--- src/rtl/sample_in_ball_ctrl.sv ---
// rtl/sample_in_ball_ctrl.sv - ML-DSA SampleInBall sign capture, rejection filter and in-place swap engine

// Rejection filter: passes a sample byte only when it does not exceed the bound.
module sample_in_ball (
  input  logic       valid_i,
  input  logic [7:0] data_i,
  input  logic [7:0] rej_value_i,
  output logic       valid_o,
  output logic [7:0] data_o
);

  // Unsigned 8-bit compare j <= i; the sample index passes through unchanged.
  always_comb begin
    valid_o = valid_i && (data_i <= rej_value_i);
    data_o  = data_i;
  end

endmodule

module sample_in_ball_ctrl #(
  parameter int TAU = 60
) (
  input  logic       clk,
  input  logic       rst_b,
  input  logic       zeroize_i,
  input  logic       start_i,
  input  logic       data_valid_i,
  input  logic [7:0] data_i,
  output logic       data_ready_o,
  output logic       done_o,
  input  logic [7:0] rd_addr_i,
  output logic [1:0] rd_data_o
);

  typedef enum logic [1:0] {IDLE, SIGN, SAMPLE, DONE} state_t;

  // First index of the running bound; the sign index is i minus this value.
  localparam logic [7:0] I_START = 8'(256 - TAU);

  state_t      state_q;
  state_t      state_d;
  logic [1:0]  c [256];
  logic [63:0] sign;
  logic [7:0]  idx;
  logic [2:0]  scnt;
  logic        accept;
  logic        filt_valid;
  logic [7:0]  filt_j;
  logic [5:0]  sidx;
  logic [1:0]  coef_new;

  // Ready and done depend on state only, never on the valid input.
  assign data_ready_o = (state_q == SIGN) || (state_q == SAMPLE);
  assign done_o       = (state_q == DONE);
  assign accept       = data_valid_i && data_ready_o;

  // Modulo-64 difference is exact because i - I_START stays within 0..TAU-1.
  assign sidx     = idx[5:0] - I_START[5:0];
  assign coef_new = sign[sidx] ? 2'b11 : 2'b01;

  sample_in_ball u_filter (
    .valid_i     (accept && (state_q == SAMPLE)),
    .data_i      (data_i),
    .rej_value_i (idx),
    .valid_o     (filt_valid),
    .data_o      (filt_j)
  );

  // State register.
  always_ff @(posedge clk or negedge rst_b) begin
    if (!rst_b) begin
      state_q <= IDLE;
    end else begin
      state_q <= state_d;
    end
  end

  // Next state; zeroize overrides start, start overrides any byte accept.
  always_comb begin
    state_d = state_q;
    case (state_q)
      IDLE:    state_d = IDLE;
      SIGN:    if (accept && (scnt == 3'd7)) state_d = SAMPLE;
      SAMPLE:  if (filt_valid && (idx == 8'hFF)) state_d = DONE;
      DONE:    state_d = DONE;
      default: state_d = IDLE;
    endcase
    if (start_i) state_d = SIGN;
    if (zeroize_i) state_d = IDLE;
  end

  // Coefficient storage, sign register, counters and the registered read port.
  always_ff @(posedge clk or negedge rst_b) begin
    if (!rst_b) begin
      for (int k = 0; k < 256; k++) c[k] <= 2'b00;
      sign      <= '0;
      idx       <= '0;
      scnt      <= '0;
      rd_data_o <= 2'b00;
    end else if (zeroize_i) begin
      for (int k = 0; k < 256; k++) c[k] <= 2'b00;
      sign      <= '0;
      idx       <= '0;
      scnt      <= '0;
      rd_data_o <= 2'b00;
    end else begin
      rd_data_o <= c[rd_addr_i];
      if (start_i) begin
        for (int k = 0; k < 256; k++) c[k] <= 2'b00;
        sign <= '0;
        scnt <= '0;
        idx  <= I_START;
      end else if (accept && (state_q == SIGN)) begin
        sign[{scnt, 3'b000} +: 8] <= data_i;
        scnt                      <= scnt + 3'd1;
      end else if (filt_valid) begin
        // Later assignment wins, so j == i leaves the signed value at c[i].
        c[idx]    <= c[filt_j];
        c[filt_j] <= coef_new;
        if (idx != 8'hFF) idx <= idx + 8'd1;
      end
    end
  end

endmodule

--- config.mk ---
export PLATFORM = sky130hd
export DESIGN_NAME = sample_in_ball_ctrl
export DESIGN_NICKNAME = d
export VERILOG_FILES = /design/src/rtl/sample_in_ball_ctrl.sv
export SDC_FILE = /design/constraint.sdc
export NUM_CORES = 2
export LEC_CHECK = 0
export CAP_MARGIN = 20
export CORE_ASPECT_RATIO = 1.4
export CORE_MARGIN = 2
export CORE_UTILIZATION = 55
export DETAILED_ROUTE_END_ITERATION = 6
export HOLD_SLACK_MARGIN = 0.03
export PLACE_DENSITY = 0.71
export SLEW_MARGIN = 20
export SYNTH_ARGS = -nofsm -noshare
export SYNTH_HDL_FRONTEND = slang
export SYNTH_SLANG_ARGS = --single-unit
--- constraint.sdc ---
create_clock -name clk -period 4.8 [get_ports clk]
set_clock_uncertainty 0.05 [all_clocks]
set_input_delay 0.48 -clock clk [delete_from_list [all_inputs] [get_ports clk]]
set_output_delay 0.48 -clock clk [all_outputs]
set_load 0.05 [all_outputs]
==> metrics <==
synth top area cells=dfrtp_1 36%, mux4_2 14%, nand2_1 3.8%; Cells after Synth=4416; violated checks=design-rule violations; #FFs+latches synth=591; GP Congestion=1.06; post-synthesis net count=4464; fmax=232 MHz; PortBufs=24; max_cap viols=0; area leader, netlist=dfrtp_1; RSZ-0062 raised after global routing=false; share of cells above drive strength 1=16.3%; shortest period the worst path allows=4.32 ns; crit-path max FO=34; Least-Margin Pin Slew=1.33 ns; placed cells=5145; Hold Buf Count CTS=1; core area=74100 um2; synthesis-to-layout area growth=10.8%; relative slew slack=11.2%; leakage power=16.7 nW; clk root buf=clkbuf_16; Yosys warnings=0; FILL cells=6300; global-route wire length before repair=284000 um; initial antenna violation count=21; post-synth top area share=35.9%; Syn Area/Cell=9.34 um2; post-CTS setup buffers=0; async set or reset register ratio after synthesis=100%; Cell Area, Synth=41200 um2; Setup-failing EPs final=0; pins over their slew limit=0; status=finished, violations left; setup TNS=0 ns; Nets=4305; non-filler cells in the finished layout=5270; vias per std cell=8.30; CP endpoint kind=flop; Post-DRT Antenna Nets=0; synth unique cells=67; Seq/Total Area, Yosys=35.9%; Starting Density=55.6%; Setup CP Type=in -> reg; Top Ports=25; die area=77200 um2; Worst EP required=5.22 ns; WL/cell=36.7 um; DRC viols=64; clk buf depth=3; Chip Width=235 um; Total Power=12.0 mW; standard-cell rows=118; worst vdd ir=0.249 mV; startpoint types=input pin; GRT Util Overall=49.6%; Power Density=262 nW/um2; drt first-iter violations=7471; Tcrit/Tclk final=89.9%; Reg clk slew, reported paths=0.07 ns; Hold Path Class=in -> reg; total CTS buffers=66; Final Hold Viols=0; TritonRoute pass-1 iters=7; via count=43700; TritonCTS clock tree=yes; top_reg_cell synth=dfrtp_1; CTS H-Tree Depth=3; number of enable flip-flop cells after synthesis=0; largest net degree at the start of global routing=179; grt ovf=0; # clock sinks=591; crit path DAT=4.73 ns; DP HPWL=121000 um; vias in the first global route=41500; Skew-Pair Late Insertion Delay=0.66 ns; detailed-route wire length=193000 um; die height=328 um; CTS resizes=0
[layout make-up]
type,count,area (um2),area share [%]
Tap cell,960,1200,2.63
Timing Repair Buffer,286,2810,6.15
Sequential cell,591,14800,32.4
Clock inverter,15,233,0.510
Clock buffer,99,2040,4.47
Multi-Input combinational cell,3277,24400,53.5
Inverter,35,131,0.288
Antenna cell,7,17.5,0.0384
[routing by layer]
| metal | vias up | global-route usage, % | wire (um) |
|---|---|---|---|
| met5 | - | 0.618 | 99 |
| met2 | 4231 | 69.8 | 79100 |
| met1 | 21100 | 58.5 | 61700 |
| met4 | 14 | 41.7 | 21300 |
| li1 | 17100 | - | - |
| met3 | 1331 | 21.1 | 31100 |
[cell usage in the layout (no fill, tap or decap), drive strengths merged, types with 26 or more instances in the layout]
master / netlist / final
a211oi: 167 / 167
a21oi: 287 / 287
a221o: 67 / 67
a22oi: 53 / 53
a32oi: 156 / 156
and2: 81 / 81
and3: 62 / 62
buf: 115 / 270
clkbuf: 398 / 99
dfrtp: 591 / 591
ha: 27 / 27
inv: 33 / 34
mux2i: 107 / 107
mux4: 250 / 250
nand2: 412 / 412
nand3: 91 / 91
nor2: 338 / 338
nor3: 205 / 205
o211ai: 199 / 199
o21ai: 221 / 221
o221a: 26 / 26
o22ai: 165 / 165
o41ai: 99 / 99
or3: 27 / 27
[synth_stat cells (all sizes together), types with 11 or more instances]
| cell | n |
|---|---|
| a211oi | 167 |
| o31ai | 20 |
| a22oi | 53 |
| mux4 | 250 |
| or3 | 27 |
| ha | 27 |
| nor3 | 205 |
| o221a | 26 |
| o22ai | 165 |
| clkbuf | 398 |
| nor2 | 338 |
| nand4 | 18 |
| dfrtp | 591 |
| buf | 115 |
| a221oi | 22 |
| o21ai | 221 |
| and2 | 81 |
| a221o | 67 |
| a311oi | 16 |
| nand2 | 412 |
| a32oi | 156 |
| nand3 | 91 |
| and3 | 62 |
| a21o | 11 |
| inv | 33 |
| o211ai | 199 |
| o41ai | 99 |
| o221ai | 14 |
| nor4 | 13 |
| a21oi | 287 |
| nor2b | 19 |
| mux2i | 107 |
[per-stage QoR]
stage          util, %  hold WS (ns)  setup WS [ns]  area, um2
6_report          61.6         0.311          0.483      45700
4_1_cts           61.5         0.274          0.680      45600
2_1_floorplan        -         0.134           1.11      41200
5_1_grt           61.6         0.324          0.549      45700
3_5_place_dp      58.4         0.419         0.0312      43300
3_3_place_gp      58.4         0.407         -0.114      43200
[cell families after synthesis]
family	Yosys count	share of synthesized area, %
AO/OA/AOI/OAI	1584	27.0
AND/OR/NAND/NOR	1293	14.3
flip-flops	591	35.9
buffers and inverters	548	5.33
multiplexers	366	16.5
adder cells (fa/ha/maj)	27	0.819
XOR/XNOR	7	0.149
[final timing paths]
path / start / to / slack (ns) / cells after the start
worst min-delay path: data_i[2] / sign[2] / 0.31 / 3
worst min register to register: sign[52] / sign[52] / 0.43 / 2
max in group asynchronous: rst_b / c[409] / 3.00 / 3
min in group asynchronous: rst_b / sign[40] / 0.49 / 2
worst max register to register: idx[6] / c[151] / 0.62 / 10
worst max-delay path: data_i[0] / c[140] / 0.48 / 11
[worst max-delay path, cell delays in order]
cell	delay, ns
buf_6	0.41
buf_12	0.28
mux4_2	0.54
mux2i_1	0.45
buf_4	0.21
nor3_1	0.04
a2111o_1	0.50
a2111o_2	0.45
buf_4	0.20
nor3_2	0.96
a311oi_1	0.19
[sequential cells by signal, summed over array words and instances (netlist names)]
name / count
state_q: 2
c: 512
idx: 8
scnt: 3
rd_data_o: 2
sign: 64
[power by group]
group | total (mW) | internal [mW] | leakage, nW | switching, mW
logic | 1.37 | 0.322 | 7.31 | 1.05
registers | 5.00 | 4.99 | 8.25 | 0.0122
clock network | 5.60 | 3.26 | 1.13 | 2.35
total | 12.0 | 8.57 | 16.7 | 3.41
(Power assumes the default switching activity.)
